**src/rtl/mem_port_arbiter_pkg.sv**
```systemverilog
// Shared codes for the byte-wide RAM port arbiter: sizes, owners, FSM states.
// IO_BASE_DEFAULT is only consumed when IO_BUFFER_STALL_EN is defined.
package mem_port_arbiter_pkg;

  localparam logic TRUE  = 1'b1;
  localparam logic FALSE = 1'b0;

  localparam logic [1:0] BYTE = 2'd0;
  localparam logic [1:0] HALF = 2'd1;
  localparam logic [1:0] WORD = 2'd2;

  localparam logic OWN_IF = 1'b0;
  localparam logic OWN_LS = 1'b1;

  localparam logic [31:0] IO_BASE_DEFAULT = 32'h0003_0000;

  typedef enum logic [2:0] {
    IDLE,
    READ,
    WRITE,
    DONE_IF,
    DONE_LS
  } state_e;

  // Size code 3 is illegal and behaves as a word.
  function automatic logic [2:0] byte_count(input logic [1:0] size);
    case (size)
      BYTE:    return 3'd1;
      HALF:    return 3'd2;
      default: return 3'd4;
    endcase
  endfunction

endpackage

```
**src/rtl/mem_byte_assembler.sv**
```systemverilog
// Four little-endian byte lanes with indexed capture; the sized, extended
// result is formed from the lanes including the byte being captured this cycle.
module mem_byte_assembler
  import mem_port_arbiter_pkg::*;
#(
  parameter int LEN = 32
) (
  input  logic           clk,
  input  logic           rst_n,
  input  logic           cap_en,
  input  logic [1:0]     cap_idx,
  input  logic [7:0]     cap_byte,
  input  logic [1:0]     size,
  input  logic           is_signed,
  output logic [LEN-1:0] result
);

  logic [31:0] word_d;

  for (genvar gi = 0; gi < 4; gi++) begin : g_lane
    logic [7:0] lane_q;
    logic [7:0] lane_d;

    always_comb begin
      lane_d = lane_q;
      if (cap_en && (cap_idx == 2'(gi))) begin
        lane_d = cap_byte;
      end
    end

    always_ff @(posedge clk or negedge rst_n) begin
      if (!rst_n) begin
        lane_q <= '0;
      end else begin
        lane_q <= lane_d;
      end
    end

    assign word_d[gi*8 +: 8] = lane_d;
  end

  always_comb begin
    result = LEN'(word_d);
    case (size)
      BYTE: result = is_signed ? {{(LEN-8){word_d[7]}}, word_d[7:0]}
                               : LEN'(word_d[7:0]);
      HALF: result = is_signed ? {{(LEN-16){word_d[15]}}, word_d[15:0]}
                               : LEN'(word_d[15:0]);
      default: result = LEN'(word_d);
    endcase
  end

endmodule

```
**src/rtl/mem_port_arbiter.sv**
```systemverilog
// Serialises IF fetches and LS loads/stores onto a single byte-wide RAM port.
// Optional macro IO_BUFFER_STALL_EN holds IO-region stores while io_buffer_full.
module mem_port_arbiter
  import mem_port_arbiter_pkg::*;
#(
  parameter int             LEN     = 32,
  parameter logic [LEN-1:0] IO_BASE = LEN'(IO_BASE_DEFAULT)
) (
  input  logic           clk,
  input  logic           rst_n,
  input  logic           rdy_in,
  input  logic           flush,
  input  logic           if_req,
  input  logic [LEN-1:0] if_addr,
  output logic           if_done,
  output logic [LEN-1:0] if_data,
  input  logic           ls_req,
  input  logic           ls_we,
  input  logic [1:0]     ls_size,
  input  logic           ls_signed,
  input  logic [LEN-1:0] ls_addr,
  input  logic [LEN-1:0] ls_wdata,
  output logic           ls_done,
  output logic [LEN-1:0] ls_rdata,
  input  logic [7:0]     mem_din,
  output logic [LEN-1:0] mem_a,
  output logic [7:0]     mem_dout,
  output logic           mem_wr,
  input  logic           io_buffer_full
);

  state_e         state_q, state_d;
  logic [2:0]     cnt_q, cnt_d;
  logic           pend_q, pend_d;
  logic [LEN-1:0] base_q, base_d;
  logic [1:0]     size_q, size_d;
  logic           signed_q, signed_d;
  logic [LEN-1:0] wdata_q, wdata_d;
  logic           owner_q, owner_d;
  logic [LEN-1:0] if_data_q, if_data_d;
  logic [LEN-1:0] ls_rdata_q, ls_rdata_d;

  logic           cap_en;
  logic [LEN-1:0] asm_result;
  logic [2:0]     n_bytes;
  logic [2:0]     last_idx;
  logic [2:0]     rd_idx;
  logic           io_hold;

`ifdef IO_BUFFER_STALL_EN
  assign io_hold = ls_req && ls_we && (ls_addr >= IO_BASE) && io_buffer_full;
`else
  logic unused_io;
  assign io_hold   = FALSE;
  assign unused_io = io_buffer_full ^ (IO_BASE == '0);
`endif

  assign n_bytes  = byte_count(size_q);
  assign last_idx = n_bytes - 3'd1;
  // cnt_q counts captured bytes; with a byte in flight the next address is one ahead.
  assign rd_idx   = pend_q ? (cnt_q + 3'd1) : cnt_q;

  mem_byte_assembler #(
    .LEN(LEN)
  ) u_asm (
    .clk      (clk),
    .rst_n    (rst_n),
    .cap_en   (cap_en),
    .cap_idx  (cnt_q[1:0]),
    .cap_byte (mem_din),
    .size     (size_q),
    .is_signed(signed_q),
    .result   (asm_result)
  );

  always_comb begin
    state_d    = state_q;
    cnt_d      = cnt_q;
    pend_d     = pend_q;
    base_d     = base_q;
    size_d     = size_q;
    signed_d   = signed_q;
    wdata_d    = wdata_q;
    owner_d    = owner_q;
    if_data_d  = if_data_q;
    ls_rdata_d = ls_rdata_q;
    cap_en     = FALSE;

    case (state_q)
      IDLE: begin
        if (rdy_in && !io_hold) begin
          if (ls_req) begin
            base_d   = ls_addr;
            size_d   = ls_size;
            signed_d = ls_signed;
            wdata_d  = ls_wdata;
            owner_d  = OWN_LS;
            cnt_d    = '0;
            pend_d   = FALSE;
            state_d  = ls_we ? WRITE : READ;
          end else if (if_req && !flush) begin
            base_d   = if_addr;
            size_d   = WORD;
            signed_d = FALSE;
            owner_d  = OWN_IF;
            cnt_d    = '0;
            pend_d   = FALSE;
            state_d  = READ;
          end
        end
      end

      READ: begin
        if (flush && (owner_q == OWN_IF)) begin
          pend_d  = FALSE;
          state_d = IDLE;
        end else if (rdy_in) begin
          if (pend_q) begin
            cap_en = TRUE;
            cnt_d  = cnt_q + 3'd1;
            if (cnt_q == last_idx) begin
              if (owner_q == OWN_IF) begin
                if_data_d = asm_result;
                state_d   = DONE_IF;
              end else begin
                ls_rdata_d = asm_result;
                state_d    = DONE_LS;
              end
            end
          end
          pend_d = (rd_idx < n_bytes);
        end else begin
          // A stall drops the byte in flight; it is re-requested on resume.
          pend_d = FALSE;
        end
      end

      WRITE: begin
        if (rdy_in) begin
          cnt_d = cnt_q + 3'd1;
          if (cnt_q == last_idx) begin
            state_d = DONE_LS;
          end
        end
      end

      DONE_IF: begin
        if (flush || rdy_in) begin
          state_d = IDLE;
        end
      end

      DONE_LS: begin
        if (rdy_in) begin
          state_d = IDLE;
        end
      end

      default: state_d = IDLE;
    endcase
  end

  always_comb begin
    mem_a    = '0;
    mem_dout = '0;
    mem_wr   = FALSE;
    case (state_q)
      READ: begin
        mem_a = base_q + LEN'((rd_idx < n_bytes) ? rd_idx : last_idx);
      end
      WRITE: begin
        mem_a    = base_q + LEN'(cnt_q);
        mem_dout = wdata_q[{cnt_q[1:0], 3'b000} +: 8];
        mem_wr   = rdy_in;
      end
      default: ;
    endcase
  end

  assign if_done  = (state_q == DONE_IF) && rdy_in && !flush;
  assign ls_done  = (state_q == DONE_LS) && rdy_in;
  assign if_data  = if_data_q;
  assign ls_rdata = ls_rdata_q;

  always_ff @(posedge clk or negedge rst_n) begin
    if (!rst_n) begin
      state_q    <= IDLE;
      cnt_q      <= '0;
      pend_q     <= FALSE;
      base_q     <= '0;
      size_q     <= BYTE;
      signed_q   <= FALSE;
      wdata_q    <= '0;
      owner_q    <= OWN_IF;
      if_data_q  <= '0;
      ls_rdata_q <= '0;
    end else begin
      state_q    <= state_d;
      cnt_q      <= cnt_d;
      pend_q     <= pend_d;
      base_q     <= base_d;
      size_q     <= size_d;
      signed_q   <= signed_d;
      wdata_q    <= wdata_d;
      owner_q    <= owner_d;
      if_data_q  <= if_data_d;
      ls_rdata_q <= ls_rdata_d;
    end
  end

endmodule

```
**config.mk**
```make
export PLATFORM = sky130hd
export DESIGN_NAME = mem_port_arbiter
export DESIGN_NICKNAME = d
export VERILOG_FILES = /design/src/rtl/mem_port_arbiter_pkg.sv /design/src/rtl/mem_byte_assembler.sv /design/src/rtl/mem_port_arbiter.sv
export SDC_FILE = /design/constraint.sdc
export NUM_CORES = 1
export LEC_CHECK = 0
export ABC_CLOCK_PERIOD_IN_PS = 5400
export BUFFER_PORTS_ARGS = -buffer_cell sky130_fd_sc_hd__buf_4
export CAP_MARGIN = 20
export CORE_ASPECT_RATIO = 1.75
export CORE_MARGIN = 2
export CORE_UTILIZATION = 45
export CTS_BUF_LIST = sky130_fd_sc_hd__clkbuf_2
export DETAILED_ROUTE_END_ITERATION = 8
export GPL_ROUTABILITY_DRIVEN = 1
export PLACE_DENSITY = 0.72
export SLEW_MARGIN = 20
export SYNTH_ARGS = -nofsm -noshare
export SYNTH_HDL_FRONTEND = slang
export SYNTH_SLANG_ARGS = --single-unit
export TNS_END_PERCENT = 100
```
**constraint.sdc**
```tcl
create_clock -name clk -period 5.4 [get_ports clk]
set_input_delay 1.08 -clock clk [delete_from_list [all_inputs] [get_ports clk]]
set_output_delay 1.08 -clock clk [all_outputs]
set_load 0.02 [all_outputs]
```
==> flow_summary.toml, run 1 <==
[timing]
finalClockSkew_ns = 0.0413
fmax_mhz = 188
rsz0062_at_grt = "true"
worst_pin_slew_ns = 1.04
setup_viol = 0
hold_viol = 0
min_period_ns = 5.32
maxSlewViolCount = 0
whs_ns = 0.305
period_share_pct = 98.5
relSlewSlack_pct = 29.1

[cts]
holdBufCountCts = 0
cts_buffer_depth = 2
clkSinkCount = 171
cts.clk_slew.worst_paths_ns = 0.24
cts_tree = "done"
h-tree-depth = 4
clock-root-buffer = "clkbuf_2"
clock_latency_ns = 0.76
cts_made_buffers = 17

[routing]
viasPerCell = 5.26
drt_first_pass_iters = 4
drtAntennaViolNets = 0
routed_wl_um = 23100
drtIter0Drc = 290
drc = 0
wl_per_cell_um = 17.1
num_vias = 7123

[synth]
synthesis.nets = 1009
synth_area_leaders = "dfrtp_1 (50%), nand2_1 (9.1%), mux2_2 (6.6%)"
async_flop_share_pct = 100
yosysSeqAreaShare_pct = 49.8
yosysTopAreaCell = "dfrtp_1"
synth_common_cells = "nand2_1 (209), dfrtp_1 (171), nor2_1 (71)"
netlist_area_um2 = 8580
ys_warn_count = 0
synthCells = 882
ys_types = 62
synth.avg_cell_area_um2 = 9.73
synth.most_common_cell = "nand2_1"
synth_top_area_share_pct = 49.8
synth_flop_cell = "dfrtp_1"
synth-seq-cells = 171
synth_edf_count = 0

[place]
globalplace.congestion = 0.835
numPortBuffers = 220
place_inst = 1303
dp_hpwl_um = 16700

[critical_path]
arrival_ns = 4.24
cp_max_fo = 6
required_ns = 4.32
crit_path_end_kind = "output port"
worstSetupStartpointType = "flip-flop"
crit_type = "flip-flop to output port"

[power]
comb_power_share_pct = 48.1
p_switching_mw = 2.11
intPower_mw = 2.95
power_mw = 5.06
power_leakage_nw = 5.58
ir_drop_mv = 0.255
clkPwrFrac_pct = 12.2
power.density_nw_per_um2 = 461
seqPwrFrac_pct = 39.7
p_sw_share_pct = 41.8

[global_route]
grt_overflow = 0
grt_max_degree = 82
antenna_found_initial = 1
grt_pass1_vias = 7223
track_usage_pct = 23.3
grt_pass1_wl_um = 36600

[die]
die_area_um2 = 20200
coreArea_um2 = 18700
dieWidth_um = 108
initial_core_util_pct = 46.0
die_h_um = 187
boundaryPins = 222
fp-row-count = 66

[run]
cap_viol_max_count = 0

[finish]
final_layout_size_suffix_gt1_share_pct = 34.9
area_delta_synth_final_pct = 27.9
layout.nets = 1230
nFillCells = 1682
instances_no_fill = 1353

[worst_hold_path]
worstHoldPathType = "input pin to async pin"

[outcome]
status = "finished, final reports clean"
## flip-flops by register name, summed over array words and instances, names as in the netlist
name / flops
ls_rdata: 32
cnt_q: 3
base_q: 32
signed_q: 1
u_asm.g_lane.lane_q: 32
wdata_q: 32
state_q: 3
size_q: 2
if_data: 32
pend_q: 1
owner_q: 1
## power groups by stage
stage               registers [mW]  logic, mW  clock network [mW]
finish                        2.01       2.43               0.618
global route                  2.06       2.68               0.700
CTS                           2.00       2.29               0.649
detailed placement            2.03       2.11                   0
global placement              2.01       2.06                   0
floorplan                     2.01       1.35                   0
## final cells by class
type	count	area (um2)	share of cell area, %
multi-input combinational	653	4260	38.8
timing repair buffer	252	1900	17.3
inverter	8	30.0	0.273
clock inverter	13	121	1.11
antenna	1	2.50	0.0228
sequential	171	4280	39.0
tap	238	298	2.71
clock buffer	17	85.1	0.775
## kinds of logic after synthesis
family | after synthesis | share of synthesized area [%]
simple gates | 373 | 19.5
flops | 171 | 49.8
compound gates | 143 | 9.72
mux | 95 | 13.0
buf+inv | 58 | 2.86
xor+xnor | 30 | 3.22
fa+ha+maj | 12 | 1.84
## metrics by stage
stage	setup slack (ns)	utilization (%)	TNS [ns]	area, um2
6_report	0.0828	58.8	0	11000
3_3_place_gp	0.571	55.9	0	10400
4_1_cts	0.0125	58.0	0	10800
3_5_place_dp	0.539	55.9	0	10400
5_1_grt	-0.161	58.8	-1.70	11000
2_1_floorplan	0.155	-	0	8580
## metal layers
metal / wire length [um] / GRT usage [%] / up-vias
li1: - / - / 3476
met1: 8670 / 25.8 / 3415
met2: 12600 / 42.4 / 192
met3: 1090 / 4.44 / 40
met4: 694 / 9.81 / 0
met5: 0 / 0 / -
## layout by cell type (no fill, tap or decap), types with 3 or more instances in the layout
cell type     n
a211oi_1      8
a21o_1        9
a21oi_1      56
and2_1       13
and3_1        5
buf_4       250
clkbuf_2     17
clkinv_4      3
clkinvlp_4    4
dfrtp_1     168
dfrtp_2       3
ha_1          8
inv_1         6
inv_6         3
mux2_2       50
mux2i_1      36
mux4_2        8
nand2_1     205
nand2_2       4
nand3_1      13
nand3b_1      3
nand4_1      10
nor2_1       70
nor2b_1       4
nor3_1        7
nor3_2        7
nor4_2        4
o211ai_1      3
o21ai_0      41
or3_1         4
xnor2_1      12
xor2_1       16
## worst paths after layout
kind	startpoint	end	slack, ns	cells past startpoint
worst max register to register	state_q[2]	ls_rdata[18]	2.27	5
min in group clk	ls_wdata[22]	wdata_q[22]	0.50	3
max in group asynchronous	rst_n	size_q[0]	3.94	2
worst max-delay path	cnt_q[0]	mem_a[21]	0.08	16
worst min register to register	wdata_q[17]	wdata_q[17]	0.50	2
worst min-delay path	rst_n	wdata_q[2]	0.30	1
## worst max-delay path: stages, from the launching register on
cell and delay [ns]:
dfrtp_1 0.48, inv_2 0.11, ha_4 0.21, mux2i_1 0.14, inv_1 0.09, ha_1 0.29, o311ai_2 0.10, nand2_2 0.15
mux2i_1 0.22, o21ai_1 0.08, ha_1 0.33, nand3_2 0.14, o21a_4 0.28, or4_4 0.48, xor2_1 0.15, nor2_1 0.09
buf_4 0.15
## timing repair
action,4_1_cts,5_1_grt
pin swaps,8,11
gates resized for setup,27,17
setup buffers,11,8
setup endpoints to repair,28,24
Power figures use the tool's default switching activity.
==> run 2, diff against run 1 <==
--- a/config.mk
+++ b/config.mk
@@ -14,6 +14,7 @@
 export CTS_BUF_LIST = sky130_fd_sc_hd__clkbuf_2
 export DETAILED_ROUTE_END_ITERATION = 8
 export GPL_ROUTABILITY_DRIVEN = 1
+export MAX_ROUTING_LAYER = met4
 export PLACE_DENSITY = 0.72
 export SLEW_MARGIN = 20
 export SYNTH_ARGS = -nofsm -noshare
==> flow_summary.toml, run 2 (same netlist as run 1, synthesis figures left out) <==
[cts]
clock-root-buffer = "clkbuf_2"
cts_made_buffers = 17
clkSinkCount = 171
h-tree-depth = 4
cts.clk_slew.worst_paths_ns = 0.25
clock_latency_ns = 0.79
cts_buffer_depth = 2
cts_tree = "done"

[timing]
whs_ns = 0.288
fmax_mhz = 187
relSlewSlack_pct = 28.0
finalClockSkew_ns = 0.0485
setup_viol = 0
period_share_pct = 99.1
maxSlewViolCount = 0
rsz0062_at_grt = "true"
hold_viol = 0
worst_pin_slew_ns = 1.06
min_period_ns = 5.35

[global_route]
antenna_found_initial = 1
grt_overflow = 0
grt_max_degree = 82
track_usage_pct = 24.0
grt_pass1_vias = 7227
grt_pass1_wl_um = 36600

[critical_path]
required_ns = 4.32
worstSetupStartpointType = "flip-flop"
crit_type = "flip-flop to output port"
critPathBufInv = 3
crit_path_end_kind = "output port"
cp_max_fo = 6
slowest_stage = "dfrtp_1"
max_stage_delay_ns = 0.48
arrival_ns = 4.27
path_cells = "inv_2 > ha_4 > mux2i_1 > inv_1 > ha_1 > o311ai_2 > nand2_2 > mux2i_1 > o21ai_1 > ha_1 > nand3_2 > o21a_4 > or4_4 > xor2_1 > nor2_1 > buf_4"
crit_family = "simple AND/OR/NAND/NOR gates"

[finish]
layout_common_cells = "buf_4 (249), nand2_1 (205), dfrtp_1 (168), nor2_1 (70), a21oi_1 (56)"
instances_no_fill = 1352
nFillCells = 1681
fin_area_um2 = 11000
utilization_pct = 58.8
final_layout_size_suffix_gt1_share_pct = 34.9
layout.nets = 1229
final_common_cell = "buf_4"
area_delta_synth_final_pct = 27.9

[routing]
drtIter0Drc = 265
drt_first_pass_iters = 4
viasPerCell = 5.28
num_vias = 7134
routed_wl_um = 23200
wl_per_cell_um = 17.2
drtAntennaViolNets = 0
drc = 0

[die]
coreArea_um2 = 18700
die_area_um2 = 20200
dieWidth_um = 108
die_h_um = 187
fp-row-count = 66
boundaryPins = 222
initial_core_util_pct = 46.0

[power]
ir_drop_mv = 0.259
power_mw = 5.06
power.density_nw_per_um2 = 461
power_leakage_nw = 5.58

[place]
numPortBuffers = 220
placed_cell_area_um2 = 10400
globalplace.congestion = 0.848
place_inst = 1303
dp_hpwl_um = 16700

[outcome]
status = "finished, final reports clean"

[worst_hold_path]
worstHoldPathType = "input pin to async pin"

[run]
cap_viol_max_count = 0
## run 2: changes by cell type in the layout (fill, tap and decap cells not counted), sizes merged
cell	delta
buf	-1
## run 2: where the power goes
part | internal [mW] | switching [mW] | total, mW | leakage (nW)
logic | 1.10 | 1.33 | 2.43 | 3.20
clock network | 0.164 | 0.460 | 0.625 | 0.117
registers | 1.67 | 0.335 | 2.01 | 2.26
total | 2.94 | 2.12 | 5.06 | 5.58
## run 2: what timing repair did
item	CTS	global route
pin swaps	8	11
hold buffers	0	0
setup buffers	11	7
endpoints found under the setup margin	28	24
resized for setup	27	17
## run 2: final timing paths
kind	end	cells after the start	slack, ns	start
setup / recovery	mem_a[21]	16	0.05	cnt_q[0]
hold / removal	wdata_q[23]	1	0.29	rst_n
setup reg to reg	ls_rdata[18]	5	2.25	state_q[2]
hold reg to reg	wdata_q[17]	2	0.50	wdata_q[17]
max in group asynchronous	size_q[0]	2	3.95	rst_n
min in group clk	wdata_q[22]	3	0.48	ls_wdata[22]
## run 2: final cells by class
class | count | area (um2) | share of cell area (%)
flip-flops and latches | 171 | 4280 | 39.0
multi-input cells | 653 | 4260 | 38.9
repair buffers | 251 | 1890 | 17.2
well taps | 238 | 298 | 2.71
clock inverters | 13 | 121 | 1.11
clock buffers | 17 | 85.1 | 0.775
inverters | 8 | 30.0 | 0.274
diodes | 1 | 2.50 | 0.0228
## run 2: per-layer routing
| metal | track usage [%] | part of all wire [%] |
|---|---|---|
| met5 | - | 0 |
| met4 | 9.81 | 3.0 |
| met3 | 4.16 | 4.4 |
| met2 | 42.4 | 55 |
| met1 | 26.0 | 38 |
## run 2: per-stage QoR
stage / worst slack, ns / setup TNS (ns)
2_1_floorplan: 0.155 / 0
3_3_place_gp: 0.571 / 0
3_5_place_dp: 0.539 / 0
4_1_cts: 0.0125 / 0
5_1_grt: -0.161 / -1.70
6_report: 0.0493 / 0
